<file path="config.mk">
export PLATFORM = sky130hd
export DESIGN_NAME = rv32_mem_arbiter
export DESIGN_NICKNAME = d
export VERILOG_FILES = /design/src/rtl/rv32_mem_pkg.sv /design/src/rtl/rv32_arb_prio.sv /design/src/rtl/rv32_mem_arbiter.sv
export SDC_FILE = /design/constraint.sdc
export NUM_CORES = 1
export LEC_CHECK = 0
export BUFFER_PORTS_ARGS = -buffer_cell sky130_fd_sc_hd__buf_2
export CORE_MARGIN = 5
export CORE_UTILIZATION = 45
export DETAILED_ROUTE_END_ITERATION = 8
export HOLD_SLACK_MARGIN = 0.05
export PLACE_DENSITY = 0.84
export SYNTH_ARGS = -nofsm -noshare
export SYNTH_HDL_FRONTEND = slang
export SYNTH_HIERARCHICAL = 1
export SYNTH_SLANG_ARGS = --single-unit
export TNS_END_PERCENT = 30
</file>
<file path="constraint.sdc">
create_clock -name clk -period 2.5 [get_ports clk]
set_input_delay 0.5 -clock clk [delete_from_list [all_inputs] [get_ports clk]]
set_output_delay 0.5 -clock clk [all_outputs]
set_load 0.02 [all_outputs]
</file>
<file path="src/rtl/rv32_mem_pkg.sv">
// rtl/rv32_mem_pkg.sv - shared encodings for the rv32 fetch/data memory arbiter
package rv32_mem_pkg;

    typedef enum logic [1:0] {
        IDLE = 2'd0,
        REQ  = 2'd1,
        WAIT = 2'd2,
        DONE = 2'd3
    } arb_state_t;

    localparam logic OWN_I = 1'b0;
    localparam logic OWN_D = 1'b1;

endpackage

</file>
<file path="src/rtl/rv32_arb_prio.sv">
// rtl/rv32_arb_prio.sv - data-first grant decision with a streak limit protecting fetch
module rv32_arb_prio
    import rv32_mem_pkg::*;
#(
    parameter int MAX_D_STREAK = 4
) (
    input  logic clk,
    input  logic reset,
    input  logic i_eval,
    input  logic i_if_req,
    input  logic i_d_req,
    output logic o_grant,
    output logic o_owner
);

    localparam int SW = $clog2(MAX_D_STREAK + 1);

    logic [SW-1:0] r_streak;
    logic          w_d_wins;

    always_comb begin
        w_d_wins = i_d_req && (!i_if_req || (r_streak < SW'(MAX_D_STREAK)));
    end

    assign o_grant = i_eval && (i_if_req || i_d_req);
    assign o_owner = w_d_wins ? OWN_D : OWN_I;

    // The streak only grows while fetch is actually waiting behind data.
    always_ff @(posedge clk) begin
        if (reset) begin
            r_streak <= '0;
        end else if (o_grant) begin
            if (w_d_wins && i_if_req) begin
                r_streak <= r_streak + 1'b1;
            end else begin
                r_streak <= '0;
            end
        end
    end

endmodule

</file>
<file path="src/rtl/rv32_mem_arbiter.sv">
// rtl/rv32_mem_arbiter.sv - single-outstanding arbiter sharing one memory port between fetch and data
module rv32_mem_arbiter
    import rv32_mem_pkg::*;
#(
    parameter int AW           = 32,
    parameter int DW           = 32,
    parameter int MAX_D_STREAK = 4,
    parameter int TIMEOUT      = 64
) (
    input  logic          clk,
    input  logic          reset,
    input  logic          if_req,
    input  logic [AW-1:0] if_addr,
    output logic          if_done,
    output logic [DW-1:0] if_rdata,
    input  logic          d_req,
    input  logic          d_we,
    input  logic [AW-1:0] d_addr,
    input  logic [DW-1:0] d_wdata,
    output logic          d_done,
    output logic [DW-1:0] d_rdata,
    output logic          err,
    output logic          mem_req,
    output logic          mem_we,
    output logic [AW-1:0] mem_addr,
    output logic [DW-1:0] mem_wdata,
    input  logic          mem_ready,
    input  logic          mem_rvalid,
    input  logic [DW-1:0] mem_rdata
);

    localparam int TW = (TIMEOUT > 2) ? $clog2(TIMEOUT) : 1;

    arb_state_t    r_state, w_next;
    logic          r_owner, r_we;
    logic [AW-1:0] r_addr;
    logic [DW-1:0] r_wdata;
    logic [TW-1:0] r_timer;
    logic          r_if_done, r_d_done, r_err;
    logic [DW-1:0] r_if_rdata, r_d_rdata;
    logic          w_grant, w_grant_owner;
    logic          w_finish, w_timeout;
    logic [DW-1:0] w_rdata_in;

    rv32_arb_prio #(
        .MAX_D_STREAK (MAX_D_STREAK)
    ) u_prio (
        .clk      (clk),
        .reset    (reset),
        .i_eval   (r_state == IDLE),
        .i_if_req (if_req),
        .i_d_req  (d_req),
        .o_grant  (w_grant),
        .o_owner  (w_grant_owner)
    );

    always_comb begin
        w_next    = r_state;
        w_finish  = 1'b0;
        w_timeout = 1'b0;
        case (r_state)
            IDLE: begin
                if (w_grant) w_next = REQ;
            end
            REQ: begin
                if (mem_ready) begin
                    if (mem_rvalid) begin
                        w_next   = DONE;
                        w_finish = 1'b1;
                    end else begin
                        w_next = WAIT;
                    end
                end
            end
            WAIT: begin
                // A response on the final timer cycle still wins over the timeout.
                if (mem_rvalid) begin
                    w_next   = DONE;
                    w_finish = 1'b1;
                end else if (r_timer == TW'(TIMEOUT - 1)) begin
                    w_next    = DONE;
                    w_finish  = 1'b1;
                    w_timeout = 1'b1;
                end
            end
            DONE: begin
                w_next = IDLE;
            end
            default: begin
                w_next = IDLE;
            end
        endcase
        w_rdata_in = w_timeout ? '0 : mem_rdata;
    end

    always_ff @(posedge clk) begin
        if (reset) begin
            r_state    <= IDLE;
            r_owner    <= OWN_I;
            r_we       <= 1'b0;
            r_addr     <= '0;
            r_wdata    <= '0;
            r_timer    <= '0;
            r_if_done  <= 1'b0;
            r_d_done   <= 1'b0;
            r_err      <= 1'b0;
            r_if_rdata <= '0;
            r_d_rdata  <= '0;
        end else begin
            r_state <= w_next;
            if (w_grant) begin
                r_owner <= w_grant_owner;
                r_we    <= (w_grant_owner == OWN_D) && d_we;
                r_addr  <= (w_grant_owner == OWN_D) ? d_addr : if_addr;
                r_wdata <= (w_grant_owner == OWN_D) ? d_wdata : '0;
            end
            if (r_state == REQ && mem_ready) begin
                r_timer <= '0;
            end else if (r_state == WAIT) begin
                r_timer <= r_timer + 1'b1;
            end
            r_if_done <= w_finish && (r_owner == OWN_I);
            r_d_done  <= w_finish && (r_owner == OWN_D);
            r_err     <= w_finish && w_timeout;
            if (w_finish && r_owner == OWN_I) r_if_rdata <= w_rdata_in;
            if (w_finish && r_owner == OWN_D) r_d_rdata  <= w_rdata_in;
        end
    end

    assign mem_req   = (r_state == REQ);
    assign mem_we    = r_we;
    assign mem_addr  = r_addr;
    assign mem_wdata = r_wdata;
    assign if_done   = r_if_done;
    assign d_done    = r_d_done;
    assign err       = r_err;
    assign if_rdata  = r_if_rdata;
    assign d_rdata   = r_d_rdata;

endmodule

</file>
==> results.json <==
{
  "hpwl_mm": 10.4,
  "grt_pass1_wl_mm": 22.0,
  "synth.yosys.seq_area_share": 0.499,
  "die_w_um": 123,
  "clock_skew_ns": 0.00903,
  "fin_ws_ns": 0.588,
  "layout.cells.non_filler": 1014,
  "yosysUniqueCellTypes": 41,
  "stdcell_area_sq_mm": 0.00789,
  "yosysWarningCount": 6,
  "num_vias": 4986,
  "syn2layout_area_growth_pct": 36.5,
  "outcome": "finished clean",
  "clockBufferDepth": 2,
  "syn_avg_cell_area_sq_um": 10.0,
  "setup-violations-final": 0,
  "power.density_mw_per_mm2": 955,
  "relSlewSlack": 0.754,
  "min_period_ns": 1.91,
  "placed_cells": 982,
  "die-area_sq_mm": 0.0152,
  "critPathArrivalTime_ns": 2.24,
  "routed_via_density": 4.92,
  "fmax_mhz": 523,
  "gp_congestion": 0.737,
  "diodes": 0,
  "power.leakage_nw": 3.89,
  "clk_latency_ns": 0.41,
  "async_reset_ff_frac": 0,
  "final_cell_mix": "buf_2 (266), dfxtp_1 (144), mux2i_1 (97)",
  "die_h_um": 123,
  "grt-ovfl-total": 0,
  "port_buffers": 267,
  "h-tree-depth": 4,
  "worst_hold_slack_ns": 0.325,
  "place_ws_ns": 0.618,
  "root_buffer": "clkbuf_16",
  "clock_sinks": 144,
  "power_mw": 7.54,
  "synth_flop_cell": "dfxtp_1",
  "rows": 41,
  "syn_area_sq_mm": 0.00578,
  "required_ns": 2.83,
  "drive_above_1_share": 0.380,
  "irDropWorstVdd_mv": 0.562,
  "firstDrtPassIters": 4,
  "start_kind": "flop",
  "drc": 0,
  "cp_max_fo": 32,
  "clkTransAtPathRegs_ns": 0.06,
  "grt_pass1_vias": 4758,
  "grt_max_degree": 74,
  "rsz0062_at_grt": "no",
  "nets": 970,
  "min_path_type": "in -> reg",
  "hold_buffers": 0,
  "synth_edf_count": 0,
  "syn_nets": 718,
  "crit_type": "reg -> reg",
  "tritoncts": "done",
  "place_area_sq_mm": 0.00725,
  "cp-end-kind": "flop",
  "post-route-period-util": 0.765,
  "ys_ff_latch": 144,
  "hold_viol": 0,
  "synth_cells": 577,
  "utilization": 0.625,
  "wl_mm": 14.2,
  "first_iter_violations": 239,
  "setup_tns_ns": 0,
  "worst_pin_slew_ns": 0.369,
  "grt_usage": 0.180,
  "drv_cap": 0,
  "antenna_found_initial": 0,
  "initial_utilization": 0.458,
  "ios": 268,
  "layout_commonest_cell": "buf_2",
  "fillCellCount": 1054,
  "antenna_left": 0,
  "wl_per_cell_um": 14.0,
  "post-cts-setup-buffers": 0,
  "cts-resized-gates": 0,
  "cts_made_buffers": 17,
  "core_sq_mm": 0.0126,
  "slew_viol_final": 0
}
## power breakdown
part           switching (mW)  internal [mW]  leakage [nW]  total, mW
combinational            1.29          0.775          2.42       2.06
clock                   0.956           1.72         0.305       2.68
sequential              0.172           2.62          1.17       2.80
total                    2.41           5.12          3.89       7.54
## worst max-delay path, cell delays in order (launching register included)
cell and delay [ns]:
dfxtp_1 0.34, inv_1 0.10, ha_1 0.33, and4b_1 0.26, a21oi_2 0.12, buf_4 0.35
nand2_1 0.16, mux2i_1 0.16
## routing by layer
| metal | wire, um | vias up | GRT usage |
|---|---|---|---|
| met5 | 0 | - | 0 |
| met4 | 145 | 0 | 0.0630 |
| met3 | 1350 | 11 | 0.0663 |
| met2 | 6710 | 186 | 0.301 |
| met1 | 5950 | 2277 | 0.213 |
| li1 | - | 2512 | - |
## logic make-up (layout without fill, tap and decap cells)
kind of cell | Yosys count | after routing | synth area share
AO/OA/AOI/OAI | 85 | 85 | 0.110
XOR/XNOR | 4 | 4 | 0.00606
adder cells (fa/ha/maj) | 6 | 6 | 0.0130
buffers and inverters | 52 | 317 | 0.0424
flip-flops | 144 | 144 | 0.499
multiplexers | 97 | 97 | 0.168
AND/OR/NAND/NOR | 189 | 189 | 0.162
## synthesized netlist by cell type, types with 4 or more instances
| cell type | instances | area (sq um) |
|---|---|---|
| a211oi_1 | 33 | 248 |
| ha_1 | 6 | 75.1 |
| buf_6 | 4 | 45.0 |
| nand2_1 | 34 | 128 |
| mux2i_1 | 97 | 971 |
| dfxtp_1 | 144 | 2880 |
| clkbuf_1 | 31 | 116 |
| nor2_1 | 71 | 267 |
| a22oi_1 | 34 | 255 |
| buf_2 | 7 | 35.0 |
| nand2b_1 | 68 | 425 |
| inv_1 | 5 | 18.8 |
## flip-flops by register name, summed over array words and instances, names as in the netlist, 2 cells and up
signal / count
d_rdata: 32
if_rdata: 32
mem_addr: 32
mem_wdata: 32
r_state: 2
r_timer: 6
u_prio/r_streak: 3
## final cells by class
type / instances / area (sq um) / area share
repair buffers: 279 / 1470 / 0.186
well taps: 172 / 215 / 0.0273
clock inverters: 13 / 184 / 0.0233
multi-input cells: 381 / 2670 / 0.338
flip-flops and latches: 144 / 2880 / 0.365
clock buffers: 19 / 453 / 0.0574
inverters: 6 / 22.5 / 0.00285
## path summary, 6_finish.rpt
kind | cells past startpoint | to | from | slack [ns]
max | 7 | d_rdata[18]$_SDFFE_PP0P_ | r_state[0]$_SDFFE_PP0P_ | 0.59
min | 3 | mem_wdata[19]$_SDFFE_PP0P_ | d_wdata[19] | 0.32
min reg2reg | 2 | if_rdata[12]$_SDFFE_PP0P_ | if_rdata[12]$_SDFFE_PP0P_ | 0.47
max reg2reg | 7 | d_rdata[18]$_SDFFE_PP0P_ | r_state[0]$_SDFFE_PP0P_ | 0.59
Power figures use the tool's default switching activity.
